## src/rtl/bcd_updown_counter_if.sv

```systemverilog
// Control, data and status signals of the BCD up/down counter.
// clk and MR_n stay plain ports on the counter itself.
interface bcd_updown_counter_if #(
    parameter int unsigned DIGITS = 2
);
    localparam int unsigned W = 4 * DIGITS;

    logic         SR_n;
    logic         PE_n;
    logic         CEP;
    logic         CET;
    logic         UP;
    logic [W-1:0] P;
    logic [W-1:0] Q;
    logic         TC;
    logic         ERR;

    modport master (
        output SR_n, PE_n, CEP, CET, UP, P,
        input  Q, TC, ERR
    );

    modport slave (
        input  SR_n, PE_n, CEP, CET, UP, P,
        output Q, TC, ERR
    );
endinterface

```

## src/rtl/bcd_updown_counter.sv

```systemverilog
// Cascadable multi-decade BCD up/down counter with sync clear, parallel load,
// terminal count and a sticky illegal-digit flag.
module bcd_updown_counter #(
    parameter int unsigned DIGITS = 2
) (
    input logic                clk,
    input logic                MR_n,
    bcd_updown_counter_if.slave bus
);
    localparam int unsigned W    = 4 * DIGITS;
    localparam logic [3:0]  NINE = 4'd9;
    localparam logic [3:0]  ZERO = 4'd0;

    logic [W-1:0] q_q;
    logic [W-1:0] q_d;
    logic         err_q;
    logic         err_d;

    logic [W-1:0] step_c;
    logic         carry_c;
    logic         any_bad_c;
    logic         all_nine_c;
    logic         all_zero_c;
    logic         step_en_c;
    logic         tc_c;

    // Ripple one carry (up) or borrow (down) through the decades; an illegal
    // digit that is reached snaps to 0/9 and stops the ripple.
    always_comb begin
        step_c     = q_q;
        carry_c    = 1'b1;
        any_bad_c  = 1'b0;
        all_nine_c = 1'b1;
        all_zero_c = 1'b1;
        for (int k = 0; k < int'(DIGITS); k++) begin
            if (q_q[4*k +: 4] > NINE) begin
                any_bad_c = 1'b1;
            end
            if (q_q[4*k +: 4] != NINE) begin
                all_nine_c = 1'b0;
            end
            if (q_q[4*k +: 4] != ZERO) begin
                all_zero_c = 1'b0;
            end
            if (carry_c) begin
                if (bus.UP) begin
                    if (q_q[4*k +: 4] > NINE) begin
                        step_c[4*k +: 4] = ZERO;
                        carry_c          = 1'b0;
                    end else if (q_q[4*k +: 4] == NINE) begin
                        step_c[4*k +: 4] = ZERO;
                        carry_c          = 1'b1;
                    end else begin
                        step_c[4*k +: 4] = 4'(q_q[4*k +: 4] + 4'd1);
                        carry_c          = 1'b0;
                    end
                end else begin
                    if (q_q[4*k +: 4] > NINE) begin
                        step_c[4*k +: 4] = NINE;
                        carry_c          = 1'b0;
                    end else if (q_q[4*k +: 4] == ZERO) begin
                        step_c[4*k +: 4] = NINE;
                        carry_c          = 1'b1;
                    end else begin
                        step_c[4*k +: 4] = 4'(q_q[4*k +: 4] - 4'd1);
                        carry_c          = 1'b0;
                    end
                end
            end
        end
    end

    assign step_en_c = bus.CEP & bus.CET;

    // Clear beats load beats count beats hold
    always_comb begin
        q_d   = q_q;
        err_d = err_q;
        if (!bus.SR_n) begin
            q_d   = '0;
            err_d = 1'b0;
        end else if (!bus.PE_n) begin
            q_d = bus.P;
        end else if (step_en_c) begin
            q_d   = step_c;
            err_d = err_q | any_bad_c;
        end
    end

    always_ff @(posedge clk or negedge MR_n) begin
        if (!MR_n) begin
            q_q   <= '0;
            err_q <= 1'b0;
        end else begin
            q_q   <= q_d;
            err_q <= err_d;
        end
    end

    // TC is combinational so a cascade sees the ripple enable in the same cycle
    assign tc_c = bus.CET & (bus.UP ? all_nine_c : all_zero_c);

    assign bus.Q   = q_q;
    assign bus.ERR = err_q;
    assign bus.TC  = tc_c;
endmodule

```

## src/flat_wrapper.sv

```systemverilog
// flat-port wrapper written by rule: the top's interface ports become plain ports
module bcd_updown_counter_flat 
#(
    parameter int unsigned DIGITS = 2
)
  (clk, MR_n, bus_SR_n, bus_PE_n, bus_CEP, bus_CET, bus_UP, bus_P, bus_Q, bus_TC, bus_ERR);
  bcd_updown_counter_if #(.DIGITS(DIGITS)) bus_i ();
  input logic clk;
  input logic MR_n;
  input wire logic [$bits(bus_i.SR_n)-1:0] bus_SR_n;
  input wire logic [$bits(bus_i.PE_n)-1:0] bus_PE_n;
  input wire logic [$bits(bus_i.CEP)-1:0] bus_CEP;
  input wire logic [$bits(bus_i.CET)-1:0] bus_CET;
  input wire logic [$bits(bus_i.UP)-1:0] bus_UP;
  input wire logic [$bits(bus_i.P)-1:0] bus_P;
  output wire logic [$bits(bus_i.Q)-1:0] bus_Q;
  output wire logic [$bits(bus_i.TC)-1:0] bus_TC;
  output wire logic [$bits(bus_i.ERR)-1:0] bus_ERR;
  assign bus_i.SR_n = bus_SR_n;
  assign bus_i.PE_n = bus_PE_n;
  assign bus_i.CEP = bus_CEP;
  assign bus_i.CET = bus_CET;
  assign bus_i.UP = bus_UP;
  assign bus_i.P = bus_P;
  assign bus_Q = bus_i.Q;
  assign bus_TC = bus_i.TC;
  assign bus_ERR = bus_i.ERR;
  bcd_updown_counter #(.DIGITS(DIGITS)) u_core (.clk(clk), .MR_n(MR_n), .bus(bus_i));
endmodule
```

## config.mk

```make
export PLATFORM = sky130hd
export DESIGN_NAME = bcd_updown_counter_flat
export DESIGN_NICKNAME = d
export VERILOG_FILES = /design/src/rtl/bcd_updown_counter_if.sv /design/src/rtl/bcd_updown_counter.sv /design/src/flat_wrapper.sv
export SDC_FILE = /design/constraint.sdc
export NUM_CORES = 1
export LEC_CHECK = 0
export BUFFER_PORTS_ARGS = -buffer_cell sky130_fd_sc_hd__buf_2
export CORE_MARGIN = 1
export CORE_UTILIZATION = 30
export CTS_BUF_LIST = sky130_fd_sc_hd__clkbuf_4 sky130_fd_sc_hd__clkbuf_8
export CTS_CLUSTER_SIZE = 20
export DETAILED_ROUTE_END_ITERATION = 12
export GPL_TIMING_DRIVEN = 1
export SETUP_SLACK_MARGIN = 0.02
export SLEW_MARGIN = 40
export SYNTH_ARGS = -nofsm -noshare
export SYNTH_HDL_FRONTEND = slang
export SYNTH_SLANG_ARGS = --single-unit
```

## constraint.sdc

```tcl
create_clock -name clk -period 5.3 [get_ports clk]
set_input_delay 1.59 -clock clk [delete_from_list [all_inputs] [get_ports clk]]
set_output_delay 1.59 -clock clk [all_outputs]
set_load 0.02 [all_outputs]
```

After elaboration in Yosys (flattened, before gate mapping)
Cells that the tools add are included.

storage, ports and cells
  bits in registers = 9
  input bits = 15
  output and inout port bits = 10
  logic and storage cells = 55

operators by class
  $add $sub $neg = 4
  magnitude comparators = 2
  equality and inequality tests = 8
  muxes and demuxes = 29
  bitwise operators = 3
  reduce and logical (&&, ||, !) cells = 6

operators with widths
  operator                                                                 number
  4-bit 2-to-1 mux                                                         11
  8-bit 2-to-1 mux                                                         3
  1-bit 2-to-1 mux                                                         15
  4-bit by 1-bit adder with 4-bit output, second input constant            2
  4-bit == test, second input constant                                     2
  4-bit greater-than comparator, second input constant                     2
  4-bit zero test                                                          2
  4-bit inequality test, second input constant                             2
  4-bit nonzero test                                                       2
  4-bit by 1-bit subtractor with 4-bit output, second input constant       2
  3-bit by 2-bit inequality test with 1-bit output, second input constant  2
  2-bit by 1-bit inequality test with 1-bit output, second input constant  2
  2-bit AND reduction                                                      2
  1-bit AND                                                                2
  1-bit OR                                                                 1

Logic depth before layout (Yosys ltp)
Gate-level depths: netlist of run 1.

  word-level depth = 8
  mapped depth = 6

Worst setup path before layout of run 1
No wires, ideal clock.

  kind = input to output
  start point = input bus_UP
  end point = output bus_TC
  arrival time = 2.531 ns
  slack = 1.179 ns
  stages = 6
  buffers on the path = 2
  cells stage by stage = buf_2 -> buf_2 -> inv_1 -> nor3_1 -> o211ai_1 -> nor2_1

on the way
  longest elaborated chain between the ends = 2

RTL lines
  item              line                       RTL
  start, declared   flat_wrapper.sv:14         input wire logic [$bits(bus_i.UP)-1:0] bus_UP;
  1-bit 2-to-1 mux  bcd_updown_counter.sv:101  assign tc_c = bus.CET & (bus.UP ? all_nine_c : all_zero_c);
  1-bit AND         bcd_updown_counter.sv:101
  end, declared     flat_wrapper.sv:17         output wire logic [$bits(bus_i.TC)-1:0] bus_TC;

No other way between the ends.

Worst setup path after layout of run 1
Same ends and word-level chain as after synthesis.

==> out/metrics.cfg, run 1 <==
[drt]
drtIter0Drc = 21
vias_per_cell = 5.796
drt-met1-wl_mm = 1.014
detail-route-antenna-nets = 0
drc = 0
drt-total-wl_mm = 2.128
top_layer = met4
route.met3.wl_um = 113
dr.pass1.iters = 4
num_vias = 881
drt-wirelength-per-cell_um = 14.00
dr_wl_met2_um = 967

[final_layout]
finalNonFillerCells = 152
fin_area_um2 = 969.7
final_common_cell = buf_2
layout_common_cells = 24 x buf_2, 11 x o21ai_0, 10 x a21oi_1
drive_gt1_share_pct = 27.05
area_growth_pct = 17.78
num-fill-cells = 276
utilization_pct = 38.10
antennaDiodeCount = 0
layout.nets = 138

[setup_path]
cp.arrival_ns = 2.53
crit_fanout = 21
rr_startpoint = u_core.bus.Q[0]$_DFFE_PN0P_
cp_slowest_stage_delay_ns = 0.28
cp-end-kind = primary output
startpoint = bus_UP
worstSetupStartpointType = input pin
critPathRequiredTime_ns = 3.71
crit_slowest_cell = buf_2
crit_top_cell = buf_2
cp_cell_sequence = buf_2 > inv_1 > nor3_1 > o211ai_1 > nor2_1 > buf_2
crit_type = input pin to primary output

[grt]
grt_pass1_wl_mm = 3.387
grt_usage_pct = 15.71
antenna_found_initial = 0
grt_start_max_net_pins = 22
grt_remaining_overflow = 0
grt_pass1_vias = 735

[floorplanning]
core_area_um2 = 2545
start_util_pct = 32.35
rows = 18
ios = 25
die_area_um2 = 2958
dieHeight_um = 54.39
die_w_um = 54.39

[place]
gp_congestion = 0.8321
port_buffers = 24
dp_worst_setup_slack_ns = 1.180
placed_area_um2 = 942.2
place_inst = 148
dp_hpwl_mm = 1.578

[pwr]
power_leakage_nw = 0.4163
peakVddDrop_v = 0.0001595
power.density_nw_per_um2 = 204.5
total_power_mw = 0.1983

[cts]
cts.sinks = 9
cts_setup_buffers = 0
hold_buffers = 0
cts_tree = built
cts_max_level = 1
cts_resized = 0
cts.path.max_buffers = 2
clockRootBuffer = clkbuf_4
cts_buffers = 3
insertion_delay_ns = 0.27
path_clk_slew_ns = 0.07

[synth]
async_flop_share_pct = 100.0
synthCells = 103
ys_seq_area_share_pct = 27.36
synth_warnings = 0
syn_avg_cell_area_um2 = 7.993
synth_seq_cells = 9
synth_nets = 118
netlist_area_um2 = 823.3
ys.flop_type = dfrtp_1
yosysUniqueCellTypes = 45
synth_edf_count = 0

[timing]
slew_violations = 0
setup_viol = 0
grt_setup_unrepaired = no
slew_headroom_pct = 62.31
final-hold-violation-count = 0
min_period_ns = 4.118
fin_crit_sh_pct = 77.70
skew_ns = 0.005688
finalSetupTns_ns = 0
worst_pin_slew_ns = 0.5648
max_freq_mhz = 242.8
whs_ns = 0.4938
worst_slack_ns = 1.182

[status]
status = complete, no violations

[worst_hold_path]
hp-class = register to register
holdCritStartpoint = u_core.bus.ERR$_DFFE_PN0P_

[job]
drv_cap = 0

registers in the layout, indices dropped and copies added (netlist names):
signal	cells
u_core.bus.ERR	1
u_core.bus.Q	8
synth_stat cells, types with 2 or more instances:
library cell / n / share of area [%]
nor2_1: 5 / 2.3
buf_2: 4 / 2.4
buf_1: 2 / 0.91
and3_1: 2 / 1.5
nand3_1: 2 / 1.2
xnor2_1: 2 / 2.1
nor3_1: 7 / 4.3
mux2i_1: 3 / 3.6
o2111ai_1: 2 / 2.1
o21ai_0: 11 / 6.7
a21oi_1: 10 / 6.1
or4b_1: 2 / 2.4
nand4b_1: 2 / 2.1
a2111oi_0: 2 / 2.1
nand2_1: 3 / 1.4
nand2b_1: 2 / 1.5
clkbuf_1: 3 / 1.4
dfrtp_1: 9 / 27
inv_1: 4 / 1.8
worst max-delay path: cells and delay by family:
family	cells	cell delay, ns
compound gates	1	0.10
buf+inv	3	0.57
simple gates	2	0.25
path summary, 6_finish.rpt:
kind                                                     to  slack, ns  depth (start not counted)
worst min register to register   u_core.bus.ERR$_DFFE_PN0P_       0.49                          1
min in group asynchronous        u_core.bus.ERR$_DFFE_PN0P_       1.16                          1
worst max-delay path                                 bus_TC       1.18                          6
worst max register to register  u_core.bus.Q[5]$_DFFE_PN0P_       3.41                          4
max in group asynchronous       u_core.bus.Q[4]$_DFFE_PN0P_       3.95                          1
worst min-delay path             u_core.bus.ERR$_DFFE_PN0P_       0.49                          1
layout make-up:
cell class | instances | area [um^2] | share of cell area [%]
Multi-Input combinational cell | 81 | 544.3 | 56.13
Sequential cell | 9 | 225.2 | 23.23
Timing Repair Buffer | 24 | 120.1 | 12.39
Tap cell | 30 | 37.54 | 3.871
Clock buffer | 3 | 22.52 | 2.323
Inverter | 4 | 15.01 | 1.548
Clock inverter | 1 | 5.005 | 0.5161
report_power, final:
| part | internal [mW] | switching [mW] |
|---|---|---|
| combinational | 0.0241 | 0.0330 |
| sequential | 0.0732 | 0.0130 |
| clock | 0.0279 | 0.0270 |
layer usage:
metal	up-vias	GRT usage [%]
met4	0	7.692
met5	-	0
met2	28	21.14
met3	6	1.111
li1	440	-
met1	407	24.34
kinds of logic (layout without fill, tap and decap cells):
logic type             count (synthesis)  in the layout  synth area share, %
AND/OR/NAND/NOR                       35             35                25.69
buffers and inverters                 13             32                6.535
XOR/XNOR                               3              3                3.192
flip-flops                             9              9                27.36
AO/OA/AOI/OAI                         39             39                32.22
multiplexers                           4              4                5.015
No activity file was read; power rests on OpenSTA's default activity.
==> run 2: changes to the inputs <==
==> constraint.sdc (replaced) <==
create_clock -name clk -period 3.9 [get_ports clk]
set_input_delay 1.17 -clock clk [delete_from_list [all_inputs] [get_ports clk]]
set_output_delay 1.17 -clock clk [all_outputs]
set_load 0.02 [all_outputs]
==> out/metrics.cfg, run 2 (synthesized netlist as in run 1, its figures left out) <==
[cts]
hold_buffers = 0
cts_max_level = 1
cts.sinks = 9
cts_setup_buffers = 0
path_clk_slew_ns = 0.07
cts_tree = built
cts.path.max_buffers = 2
clockRootBuffer = clkbuf_4
cts_buffers = 3
insertion_delay_ns = 0.26
cts_resized = 0

[timing]
min_period_ns = 3.305
worst_slack_ns = 0.5948
slew_headroom_pct = 62.25
max_freq_mhz = 302.6
grt_setup_unrepaired = no
worst_pin_slew_ns = 0.5657
skew_ns = 0.001832
final-hold-violation-count = 0
setup_viol = 0
finalSetupTns_ns = 0
fin_crit_sh_pct = 84.75
slew_violations = 0

[setup_path]
critPathRequiredTime_ns = 2.73
crit_top_cell = buf_2
crit_fanout = 21
crit_type = input pin to primary output
crit_slowest_cell = buf_2
cp-end-kind = primary output
cp.arrival_ns = 2.14
cp_slowest_stage_delay_ns = 0.29
worstSetupStartpointType = input pin
cp_cell_sequence = buf_2 > inv_1 > nor3_1 > o211ai_1 > nor2_1 > buf_2

[final_layout]
utilization_pct = 38.10
layout_common_cells = 24 x buf_2, 11 x o21ai_0, 10 x a21oi_1
drive_gt1_share_pct = 27.05
layout.nets = 138
antennaDiodeCount = 0
largest_reg_flops = 8
area_growth_pct = 17.78
final_common_cell = buf_2

[drt]
num_vias = 849
detail-route-antenna-nets = 0
dr.pass1.iters = 4
drtIter0Drc = 9
drc = 0
drt-wirelength-per-cell_um = 13.26
drt-total-wl_mm = 2.015
vias_per_cell = 5.586

[place]
dp_hpwl_mm = 1.512
dp_worst_setup_slack_ns = 0.5883
port_buffers = 24
gp_congestion = 0.8334

[grt]
grt_pass1_wl_mm = 3.284
grt_start_max_net_pins = 22
grt_pass1_vias = 746
grt_usage_pct = 15.45
grt_remaining_overflow = 0
antenna_found_initial = 0

[floorplanning]
die_w_um = 54.39
dieHeight_um = 54.39
die_area_um2 = 2958
core_area_um2 = 2545
ios = 25
start_util_pct = 32.35
rows = 18

[status]
status = complete, no violations

[pwr]
peakVddDrop_v = 0.0001697
power_leakage_nw = 0.4163
power.density_nw_per_um2 = 276.2

[job]
drv_cap = 0

[worst_hold_path]
hp-class = register to register

## run 2: layout make-up
| cell class | instances | area [um^2] |
|---|---|---|
| Fill cell | 281 | 1575 |
| Timing Repair Buffer | 24 | 120.1 |
| Inverter | 4 | 15.01 |
| Sequential cell | 9 | 225.2 |
| Clock inverter | 1 | 5.005 |
| Tap cell | 30 | 37.54 |
| Clock buffer | 3 | 22.52 |
| Multi-Input combinational cell | 81 | 544.3 |
## run 2: critical path: cells and delay by family
family	cells	cell delay (ns)
buffers and inverters	3	0.60
AOI/OAI and AO/OA	1	0.11
and+or+nand+nor	2	0.26
## run 2: through the flow
stage | hold WS (ns) | cells | power, mW | instance area, um^2
2_1_floorplan | 0.6085 | 103 | 0.1704 | 823.3
3_3_place_gp | 0.4733 | 148 | 0.1937 | 942.2
3_5_place_dp | 0.4808 | 148 | 0.1956 | 942.2
4_1_cts | 0.4982 | 152 | 0.2708 | 969.7
5_1_grt | 0.5366 | 152 | 0.2865 | 969.7
6_report | 0.4911 | 152 | 0.2678 | 969.7
## run 2: report_power, final
part	internal (mW)	switching, mW
registers	0.0996	0.0170
logic	0.0327	0.0444
clock network	0.0379	0.0362
## run 2: layer usage
metal / up-vias / track usage [%] / share of wire, %
met5: - / 0 / 0
met4: 0 / 8.547 / 1.1
li1: 436 / - / -
met2: 27 / 21.75 / 45
met3: 4 / 0.8333 / 4.3
met1: 382 / 22.96 / 49
## run 2: path summary, 6_finish.rpt
| path | start | end | slack, ns | depth (start not counted) |
|---|---|---|---|---|
| worst max-delay path | bus_UP | bus_TC | 0.59 | 6 |
| worst min-delay path | u_core.bus.ERR$_DFFE_PN0P_ | u_core.bus.ERR$_DFFE_PN0P_ | 0.49 | 1 |
| worst max register to register | u_core.bus.Q[0]$_DFFE_PN0P_ | u_core.bus.Q[5]$_DFFE_PN0P_ | 2.02 | 4 |
| worst min register to register | u_core.bus.ERR$_DFFE_PN0P_ | u_core.bus.ERR$_DFFE_PN0P_ | 0.49 | 1 |
| max in group asynchronous | MR_n | u_core.bus.Q[7]$_DFFE_PN0P_ | 2.97 | 1 |
| min in group asynchronous | MR_n | u_core.bus.Q[4]$_DFFE_PN0P_ | 0.75 | 1 |
==> run 3: changes to the inputs <==
--- a/config.mk
+++ b/config.mk
@@ -5,6 +5,7 @@
 export SDC_FILE = /design/constraint.sdc
 export NUM_CORES = 1
 export LEC_CHECK = 0
+export ABC_AREA = 1
 export BUFFER_PORTS_ARGS = -buffer_cell sky130_fd_sc_hd__buf_2
 export CORE_MARGIN = 1
 export CORE_UTILIZATION = 30
==> constraint.sdc (replaced) <==
create_clock -name clk -period 2.92 [get_ports clk]
set_input_delay 0.876 -clock clk [delete_from_list [all_inputs] [get_ports clk]]
set_output_delay 0.876 -clock clk [all_outputs]
set_load 0.02 [all_outputs]
==> out/metrics.cfg, run 3 <==
[status]
status = complete, no violations

[grt]
grt_usage_pct = 16.56
grt_pass1_vias = 826
grt_start_max_net_pins = 12
antenna_found_initial = 0
grt_pass1_wl_mm = 3.498
grt_remaining_overflow = 0

[final_layout]
drive_gt1_share_pct = 27.27
layout_common_cells = 49 x nand2_1, 24 x buf_2, 16 x nor2_1, 16 x nand3_1, 13 x inv_1
area_growth_pct = 22.43
largest_reg_flops = 8
fin_area_um2 = 997.2
layout.nets = 181
antennaDiodeCount = 0
final_common_cell = nand2_1

[floorplanning]
die_area_um2 = 2927
dieHeight_um = 54.11
start_util_pct = 32.29
core_area_um2 = 2522
die_w_um = 54.11
ios = 25
rows = 18

[cts]
cts.sinks = 9
path_clk_slew_ns = 0.06
cts_setup_buffers = 0
cts_tree = built
hold_buffers = 0
clockRootBuffer = clkbuf_4
cts_buffers = 3
cts.path.max_buffers = 2
cts_max_level = 1
insertion_delay_ns = 0.25
cts_resized = 0

[synth]
synth_edf_count = 0
synthCells = 138
synth_nets = 153
ys.flop_type = dfrtp_1
ys_seq_area_share_pct = 27.65
synth.area.top_cells = dfrtp_1 28%, nand2_1 23%, nand3_1 9.8%
syn_avg_cell_area_um2 = 5.902
async_flop_share_pct = 100.0
synth_warnings = 0
netlist_top_cells_count = 49 x nand2_1, 16 x nand3_1, 16 x nor2_1
synth_top_cell_by_area = dfrtp_1
yosysUniqueCellTypes = 19
synth_seq_cells = 9
netlist_area_um2 = 814.5
synth_top_area_share_pct = 27.65
yosysMostFrequentCell = nand2_1

[pwr]
peakVddDrop_v = 0.0002295
total_power_mw = 0.4288
power.density_nw_per_um2 = 430.0
power_leakage_nw = 0.5674

[setup_path]
cp-end-kind = primary output
worstSetupStartpointType = input pin
cp.arrival_ns = 1.59
crit_top_cell = buf_2
cp_slowest_stage_delay_ns = 0.17
crit_fanout = 11
crit_slowest_cell = buf_2
crit_type = input pin to primary output
critPathRequiredTime_ns = 2.04
cp_cell_sequence = buf_2 > inv_2 > nand2_2 > nand2_1 > nor2_1 > buf_2

[place]
port_buffers = 24
dp_hpwl_mm = 1.661
gp_congestion = 0.8949
dp_worst_setup_slack_ns = 0.4616
placed_area_um2 = 967.2

[timing]
fin_crit_sh_pct = 84.39
max_freq_mhz = 405.8
grt_setup_unrepaired = no
setup_viol = 0
skew_ns = 0.005107
slew_violations = 0
worst_slack_ns = 0.4559
final-hold-violation-count = 0
worst_pin_slew_ns = 0.2677
slew_headroom_pct = 82.08
min_period_ns = 2.464
finalSetupTns_ns = 0

[drt]
dr.pass1.iters = 4
detail-route-antenna-nets = 0
num_vias = 931
vias_per_cell = 4.774
drt-total-wl_mm = 1.991
drc = 0
drt-wirelength-per-cell_um = 10.21
drtIter0Drc = 22

[job]
drv_cap = 0

[worst_hold_path]
hp-class = input pin to asynchronous set/reset pin

## run 3: changes by cell type after synthesis, sizes merged, moves of 5 or more
cell	previous run	this run
nor2	5	18
inv	4	18
nor3	7	1
nand3	2	18
buf	6	1
nand2	4	55
## run 3: cell families after synthesis
group           count (synthesis)  share of synthesized area [%]
compound gates                 18                          12.90
flops                           9                          27.65
buf+inv                        19                          8.909
simple gates                   92                          50.54
## run 3: cell type report
type / instances / area, um^2
Inverter: 18 / 67.56
Sequential cell: 9 / 225.2
Multi-Input combinational cell: 110 / 516.7
Tap cell: 30 / 37.54
Fill cell: 299 / 1525
Clock buffer: 4 / 30.03
Timing Repair Buffer: 24 / 120.1
## run 3: worst paths after layout
kind	to	slack (ns)	startpoint	cells after the start
setup / recovery	bus_TC	0.46	bus_UP	6
min in group clk	u_core.bus.ERR$_DFFE_PN0P_	0.51	u_core.bus.ERR$_DFFE_PN0P_	2
setup reg to reg	u_core.bus.Q[7]$_DFFE_PN0P_	1.62	u_core.bus.Q[5]$_DFFE_PN0P_	8
hold reg to reg	u_core.bus.ERR$_DFFE_PN0P_	0.51	u_core.bus.ERR$_DFFE_PN0P_	2
hold / removal	u_core.bus.ERR$_DFFE_PN0P_	0.47	MR_n	1
max in group asynchronous	u_core.bus.Q[7]$_DFFE_PN0P_	2.27	MR_n	1
## run 3: routing by layer
layer  track usage, %  share of wire (%)  up-vias
li1                 -                  -      492
met1            23.78                 51      417
met2            25.10                 45       20
met3            1.695                3.3        2
met4            6.410               0.60        0
met5                0                  0        -
## run 3: metrics by stage
stage,util (%),cells,hold slack [ns]
2_1_floorplan,-,138,0.5804
3_3_place_gp,38.34,191,0.4907
3_5_place_dp,38.34,191,0.4923
4_1_cts,39.53,195,0.4630
5_1_grt,39.53,195,0.4655
6_report,39.53,195,0.4655
## run 3: report_power, final
group,switching [mW],internal [mW],total [mW]
combinational,0.110,0.0577,0.168
sequential,0.0221,0.138,0.160
clock,0.0390,0.0617,0.101
total,0.171,0.257,0.429
## run 3: worst max-delay path: cells and delay by family
kind,cells,cell delay (ns)
buffers and inverters,3,0.45
and+or+nand+nor,3,0.25
